### src/rtl/branch_resolve_unit.sv
// Execute-stage branch/JAL/JALR resolver with a registered, valid/ready result
// and a short wrong-path squash window after each delivered redirect.
module branch_resolve_unit #(
  parameter int XLEN          = 32,
  parameter int SQUASH_CYCLES = 2
) (
  input  logic            i_clk,
  input  logic            i_reset_n,
  input  logic            i_in_valid,
  output logic            o_in_ready,
  input  logic            i_is_branch,
  input  logic            i_is_jal,
  input  logic            i_is_jalr,
  input  logic [2:0]      i_func3,
  input  logic [XLEN-1:0] i_pc,
  input  logic [XLEN-1:0] i_imm,
  input  logic [XLEN-1:0] i_rs1_data,
  input  logic [XLEN-1:0] i_rs2_data,
  input  logic            i_flush,
  output logic            o_out_valid,
  input  logic            i_out_ready,
  output logic            o_taken,
  output logic            o_redirect,
  output logic [XLEN-1:0] o_target,
  output logic [XLEN-1:0] o_link_data,
  output logic            o_misalign,
  output logic            o_illegal,
  output logic            o_dbg_state
);

  localparam int CW = (SQUASH_CYCLES > 0) ? $clog2(SQUASH_CYCLES + 1) : 1;
  localparam logic [CW-1:0] SQ = CW'(SQUASH_CYCLES);

  typedef enum logic {ST_RUN = 1'b0, ST_SQUASH = 1'b1} state_t;

  state_t          r_state, w_state_nxt;
  logic [CW-1:0]   r_cnt, w_cnt_nxt;
  logic            r_out_valid, w_ov_nxt, w_load;
  logic            r_taken, r_redirect, r_misalign, r_illegal;
  logic [XLEN-1:0] r_target, r_link;

  logic            w_multi, w_eq, w_lt_s, w_lt_u, w_cond, w_bad_f3;
  logic            w_illegal, w_taken, w_jalr_only, w_misalign, w_redirect;
  logic [XLEN-1:0] w_pc_imm, w_jalr_sum, w_target, w_link;
  logic            w_accept, w_deliver;

  // Handshake: a beat moves on any edge where valid and ready are both high;
  // in_ready ignores in_valid, and the output holds while out_valid & ~out_ready.
  assign o_in_ready = ~r_out_valid | i_out_ready | (r_state == ST_SQUASH);
  assign w_accept   = i_in_valid & o_in_ready;
  assign w_deliver  = r_out_valid & i_out_ready;

  assign w_multi = (i_is_branch & i_is_jal) | (i_is_branch & i_is_jalr) | (i_is_jal & i_is_jalr);
  assign w_eq    = (i_rs1_data == i_rs2_data);
  assign w_lt_s  = ($signed(i_rs1_data) < $signed(i_rs2_data));
  assign w_lt_u  = (i_rs1_data < i_rs2_data);

  always_comb begin
    w_cond   = 1'b0;
    w_bad_f3 = 1'b0;
    case (i_func3)
      3'b000:  w_cond = w_eq;
      3'b001:  w_cond = ~w_eq;
      3'b100:  w_cond = w_lt_s;
      3'b101:  w_cond = ~w_lt_s;
      3'b110:  w_cond = w_lt_u;
      3'b111:  w_cond = ~w_lt_u;
      default: w_bad_f3 = 1'b1;
    endcase
  end

  assign w_illegal   = w_multi | (i_is_branch & w_bad_f3) | (i_is_jalr & (i_func3 != 3'b000));
  assign w_taken     = ~w_illegal & (i_is_jal | i_is_jalr | (i_is_branch & w_cond));
  assign w_jalr_only = i_is_jalr & ~i_is_branch & ~i_is_jal;
  assign w_pc_imm    = i_pc + i_imm;
  assign w_jalr_sum  = i_rs1_data + i_imm;
  assign w_target    = w_jalr_only ? (w_jalr_sum & ~XLEN'(1)) : w_pc_imm;
  assign w_link      = ((i_is_jal | i_is_jalr) & ~w_multi) ? (i_pc + XLEN'(4)) : '0;
  assign w_misalign  = w_taken & (w_target[1:0] != 2'b00);
  assign w_redirect  = w_taken & ~w_misalign;

  // A beat accepted on the redirect-delivery edge is already wrong-path.
  always_comb begin
    w_state_nxt = r_state;
    w_cnt_nxt   = r_cnt;
    w_ov_nxt    = r_out_valid;
    w_load      = 1'b0;
    case (r_state)
      ST_RUN: begin
        if (w_deliver && r_redirect && (SQUASH_CYCLES > 0)) begin
          w_ov_nxt    = 1'b0;
          w_cnt_nxt   = w_accept ? (SQ - CW'(1)) : SQ;
          w_state_nxt = (w_cnt_nxt == '0) ? ST_RUN : ST_SQUASH;
        end else if (w_accept) begin
          w_ov_nxt = 1'b1;
          w_load   = 1'b1;
        end else if (w_deliver) begin
          w_ov_nxt = 1'b0;
        end
      end
      ST_SQUASH: begin
        w_ov_nxt = 1'b0;
        if (w_accept) begin
          w_cnt_nxt   = r_cnt - CW'(1);
          w_state_nxt = (w_cnt_nxt == '0) ? ST_RUN : ST_SQUASH;
        end
      end
      default: w_state_nxt = ST_RUN;
    endcase
  end

  always_ff @(posedge i_clk) begin
    if (!i_reset_n) begin
      r_state     <= ST_RUN;
      r_cnt       <= '0;
      r_out_valid <= 1'b0;
      r_taken     <= 1'b0;
      r_redirect  <= 1'b0;
      r_misalign  <= 1'b0;
      r_illegal   <= 1'b0;
      r_target    <= '0;
      r_link      <= '0;
    end else if (i_flush) begin
      r_state     <= ST_RUN;
      r_cnt       <= '0;
      r_out_valid <= 1'b0;
    end else begin
      r_state     <= w_state_nxt;
      r_cnt       <= w_cnt_nxt;
      r_out_valid <= w_ov_nxt;
      if (w_load) begin
        r_taken    <= w_taken;
        r_redirect <= w_redirect;
        r_misalign <= w_misalign;
        r_illegal  <= w_illegal;
        r_target   <= w_target;
        r_link     <= w_link;
      end
    end
  end

  assign o_out_valid = r_out_valid;
  assign o_taken     = r_taken;
  assign o_redirect  = r_redirect;
  assign o_target    = r_target;
  assign o_link_data = r_link;
  assign o_misalign  = r_misalign;
  assign o_illegal   = r_illegal;
  assign o_dbg_state = r_state;

endmodule

### config.mk
export PLATFORM = sky130hd
export DESIGN_NAME = branch_resolve_unit
export DESIGN_NICKNAME = d
export VERILOG_FILES = /design/src/rtl/branch_resolve_unit.sv
export SDC_FILE = /design/constraint.sdc
export NUM_CORES = 1
export LEC_CHECK = 0
export BUFFER_PORTS_ARGS = -buffer_cell sky130_fd_sc_hd__buf_4
export CAP_MARGIN = 30
export CORE_MARGIN = 3
export CORE_UTILIZATION = 59
export CTS_BUF_LIST = sky130_fd_sc_hd__clkbuf_4 sky130_fd_sc_hd__clkbuf_8
export CTS_CLUSTER_DIAMETER = 50
export DETAILED_ROUTE_END_ITERATION = 8
export PLACE_DENSITY = 0.95
export SYNTH_ARGS = -nofsm -noshare
export SYNTH_HDL_FRONTEND = slang
export SYNTH_SLANG_ARGS = --single-unit
### constraint.sdc
create_clock -name i_clk -period 8.25 [get_ports i_clk]
set_input_delay 1.2375 -clock i_clk [delete_from_list [all_inputs] [get_ports i_clk]]
set_output_delay 1.2375 -clock i_clk [all_outputs]
set_load 0.01 [all_outputs]
**Word-level counts from Yosys, hierarchy flattened**

Cells that the tools add are included.

- Output and inout bits: 71
- ROM bits: 0
- Bits in latches: 0
- Register bits after elaboration: 72
- Memories: 0
- RAM bits: 0
- Word-level logic and storage cells: 88
- Input bits: 139

- Bitwise gates (word level): 34
- Equality and inequality tests: 9
- Muxes and demuxes: 20
- Shifts and indexed selects: 0
- Magnitude comparators: 2
- Add/sub/neg operators: 4
- Reductions and logical operators: 10
- Divide/modulo/power cells: 0
- Multipliers: 0

Operators by type and width:

| cell | count |
|---|---|
| 32-bit adder | 2 |
| 32-bit less-than comparator | 2 |
| 32-bit 2-to-1 mux | 2 |
| 32-bit by 3-bit adder with 32-bit output (second input constant) | 1 |
| 32-bit == test | 1 |
| 1-bit AND | 14 |
| 3-bit == test (second input constant) | 4 |
| 1-bit NOT | 12 |
| 1-bit 2-to-1 mux | 11 |
| 1-bit bitwise OR | 8 |
| 2-bit 2-to-1 mux | 3 |
| 1-bit one-hot mux with 6 select lines | 1 |
| 6-bit OR reduction | 1 |
| 2-bit logical NOT | 2 |
| 4-bit != test (second input constant) | 1 |
| 1-bit one-hot mux with 2 select lines | 2 |
| 2-bit one-hot mux with 2 select lines | 1 |
| 2-bit AND reduction | 2 |
| 3-bit by 1-bit == test with 1-bit output (second input constant) | 1 |
| 3-bit logical NOT | 1 |
| 3-bit nonzero test | 1 |
| 2-bit by 1-bit != test with 1-bit output (second input constant) | 1 |
| 2-bit != test (second input constant) | 1 |
| 2-bit nonzero test | 1 |
| 3 further kinds | 3 |

**Logic depth before layout (Yosys ltp)**

- Depth in word-level cells: 11
- Depth in mapped cells: 13
- Depth with buffers taken out: 13

**Worst setup path after synthesis**

Ideal clock, no wire load.

- Path type: input-to-reg
- From: input i_pc[0]
- To: register r_target[30] (netlist: o_target[30])
- Slack: 4.523 ns
- Arrival time: 3.649 ns
- Path buffers: 0
- Stages: 13
- Path through: ha_1 -> inv_1 -> fa_1 -> nand2b_1 -> a21oi_1 -> o31ai_1 -> a21oi_1 -> o211ai_2 -> a2111o_1 -> a311oi_2 -> a31oi_1 -> xor2_1 -> o211ai_1

- Word-level cells in the longest chain between the ends: 2

Ends and longest elaborated chain:

| what | line | source |
|---|---|---|
| start, declared | 15 | `input logic [XLEN-1:0] i_pc,` |
| 32-bit adder | 75 | `assign w_pc_imm = i_pc + i_imm;` |
| 32-bit 2-to-1 mux | 77 | `assign w_target = w_jalr_only ? (w_jalr_sum & ~XLEN'(1)) : w_pc_imm;` |
| end signal, assigned | 136 | `r_target <= w_target;` |
| end, declared | 40 | `logic [XLEN-1:0] r_target, r_link;` |

Every way passes these cells.
A chain may end at the register's enable or synchronous reset.

**Worst setup path after layout**

Same ends and word-level chain as after synthesis.

==> flow_summary.ini <==
[outcome]
outcome = complete, no violations

[synthesis]
synth_top_family_by_area = compound AO/OA/AOI/OAI gates
synth_simple_gate_area_share_pct = 19.69
ys.flop_type = dfxtp_1
syn_area_per_cell_sq_um = 7.778
async_reset_ff_share_pct = 0
synth_nets = 1160
synth-seq-cells = 72
syn_area_sq_mm = 0.007187
yosys_warnings = 0
syn-instance-count = 924
synth_seq_area_share_pct = 20.06
synth-adder-area-share_pct = 17.10
synth_edf_count = 0
synth_cell_types = 70
synth_compound_area_share_pct = 28.38
synth_xor_area_share_pct = 10.24
synth.area.mux_share_pct = 0.1393

[setup_path]
crit_slowest_cell = a2111o_1
crit_path_max_incr_delay_ps = 440
start_kind = input pin
crit_arrival_ps = 4170
cpLargestDelayFamily = compound AO/OA/AOI/OAI gates
worstPathCellList = buf_4 -> ha_1 -> inv_1 -> fa_1 -> nand2b_1 -> a21oi_1 -> o31ai_1 -> a21oi_1 -> o211ai_2 -> a2111o_1 -> a311oi_2 -> a31oi_1 -> xor2_1 -> o211ai_1
worstPathRequired_ps = 8540
path_common_cell = a21oi_1
end_kind = flop
critPathBufInv = 2
crit_path_max_fanout = 4
critPathKind = input pin to flop

[power_and_ir_drop]
power.switching_mw = 0.4329
leakage_nw = 4.335
p_seq_share_pct = 32.3
p_sw_share_pct = 37.39
clkPwrFrac_pct = 26.2
intPower_mw = 0.7251
ir_drop_uv = 73.61
total_power_mw = 1.158
combinationalPowerShare_pct = 41.5
power.density_mw_per_mm2 = 127.7

[drt]
first_iter_violations = 858
vias = 7922
firstDrtPassIters = 5
drc = 0
wl_per_cell_microns = 18.31
postRouteWirelength_microns = 23170
ant_nets = 0
vias_per_cell = 6.262

[clocking]
clock-sinks = 72
cts_setup_buffers = 0
cts_buffers = 9
ctsLongestPathBuffers = 2
root_buffer = clkbuf_8
cts_resized = 0
clk_pin_slew_ps = 100
cts.hold.buffers_added = 0
clock_latency_ps = 360
cts_tree = yes
cts_max_level = 3

[floorplan]
core_area_sq_mm = 0.01166
initial_utilization_pct = 61.62
die_area_sq_mm = 0.01354
die_h_microns = 116.4
ios = 210
die_w_microns = 116.4
fp-row-count = 39

[cells_and_area]
nets = 1353
final_layout_size_suffix_gt1_share_pct = 22.64
layout_common_cells = 214 x buf_4, 95 x ha_1, 81 x a21oi_1
fillers = 861
diodes = 0
final_common_cell = buf_4
area_growth_pct = 26.22
fin_util_pct = 77.78
finalNonFillerCells = 1265

[global_routing]
track_usage_pct = 33.21
antenna_found_initial = 0
grt_pass1_vias = 7449
grt_pass1_wl_microns = 36020
grt_max_degree = 65
overflow = 0

[sta]
hold_viol = 0
fin_skew_ps = 12.20
worst_pin_slew_ps = 991.9
fin_setup_tns_ps = 0
setup_viol = 0
rsz0062_at_grt = false
fin_crit_ps = 3878
relSlewSlack_pct = 33.69
fmax_mhz = 257.9
period_share_pct = 47.01
final_max_slew_viol_count = 0

[placed_design]
dp.cells = 1249
dpl.hpwl_microns = 18440
gp_congestion = 1.016
io_buffer_count = 209

[worst_hold_path]
hold_class = flop to flop

[job]
drv_cap = 0
==> power by group through the flow <==
stage | clock network, mW | registers (mW) | logic, mW
6_report | 0.303 | 0.374 | 0.481
5_1_grt | 0.312 | 0.376 | 0.525
4_1_cts | 0.299 | 0.374 | 0.471
3_5_place_dp | 0 | 0.382 | 0.468
3_3_place_gp | 0 | 0.382 | 0.456
2_1_floorplan | 0 | 0.388 | 0.290
==> per-layer routing <==
| layer | global-route usage [%] | vias to the layer above | part of all wire (%) |
|---|---|---|---|
| li1 | - | 3777 | - |
| met4 | 14.39 | 0 | 4.0 |
| met5 | 0 | - | 0 |
| met3 | 5.233 | 73 | 9.7 |
| met1 | 44.47 | 3630 | 42 |
| met2 | 52.97 | 442 | 45 |
==> flip-flops by register name, summed over array words and instances (netlist names) <==
register / flops
o_illegal: 1
o_out_valid: 1
r_cnt: 2
o_taken: 1
o_target: 32
o_link_data: 32
o_dbg_state: 1
o_misalign: 1
o_redirect: 1
==> worst register-to-register path: stages, from the launching register on <==
cell     delay (ps)
dfxtp_1         360
o21ai_0         280
nand3_1         760
buf_4           530
nor3_2          200
buf_4           330
nand2_1         170
o21ai_0         200
==> metrics by stage <==
stage / worst slack, ps / cell area [sq um] / hold slack, ps
5_1_grt: 4064 / 9071 / 503.1
3_5_place_dp: 4059 / 8867 / 430.8
6_report: 4372 / 9071 / 467.7
3_3_place_gp: 4176 / 8867 / 428.2
4_1_cts: 4419 / 9071 / 470.2
2_1_floorplan: 4523 / 7187 / 450.5
==> synthesized netlist by cell type, types with 4 or more instances <==
| library cell | n | area share [%] |
|---|---|---|
| ha_1 | 95 | 17 |
| a21oi_1 | 81 | 5.6 |
| nand2_1 | 75 | 3.9 |
| dfxtp_1 | 72 | 20 |
| o21ai_0 | 58 | 4.0 |
| nor2_1 | 55 | 2.9 |
| inv_1 | 52 | 2.7 |
| xnor2_1 | 43 | 5.2 |
| xor2_1 | 41 | 5.0 |
| a21o_1 | 38 | 4.0 |
| nor2b_1 | 38 | 3.3 |
| a22oi_1 | 29 | 3.0 |
| clkbuf_1 | 27 | 1.4 |
| nand3_1 | 27 | 1.9 |
| nand4_1 | 21 | 1.8 |
| a31oi_1 | 15 | 1.3 |
| nor3_1 | 14 | 0.97 |
| o211ai_1 | 13 | 1.4 |
| nand2b_1 | 11 | 0.96 |
| and3_1 | 10 | 0.87 |
| and2_1 | 9 | 0.78 |
| o211a_1 | 6 | 0.84 |
| or3_1 | 6 | 0.52 |
| a211oi_1 | 5 | 0.52 |
| o21a_1 | 5 | 0.52 |
| o21bai_1 | 5 | 0.52 |
| and4_1 | 4 | 0.49 |
| buf_1 | 4 | 0.21 |
| o21ai_2 | 4 | 0.49 |
==> kinds of logic (layout without fill, tap and decap cells) <==
family	after synthesis	after routing
buffers and inverters	84	282
multiplexers	1	1
AO/OA/AOI/OAI	303	303
AND/OR/NAND/NOR	283	283
flip-flops	72	72
adder cells (fa/ha/maj)	97	97
XOR/XNOR	84	84
==> final cells by class <==
cell class	count	area (sq um)	area share, %
Sequential cell	72	1441	15.89
Tap cell	143	178.9	1.972
Clock inverter	7	80.08	0.8828
Inverter	52	195.2	2.152
Clock buffer	9	123.9	1.366
Multi-Input combinational cell	768	5445	60.03
Timing Repair Buffer	214	1607	17.71
==> path summary, 6_finish.rpt <==
path,from,endpoint,slack [ps],depth (start not counted)
max,i_pc[0],o_target[30],4370,14
min,o_link_data[28],o_link_data[28],470,2
max reg2reg,o_redirect,o_link_data[31],5350,7
min reg2reg,o_link_data[28],o_link_data[28],470,2
Note: power is estimated with default switching activity, not from simulation.
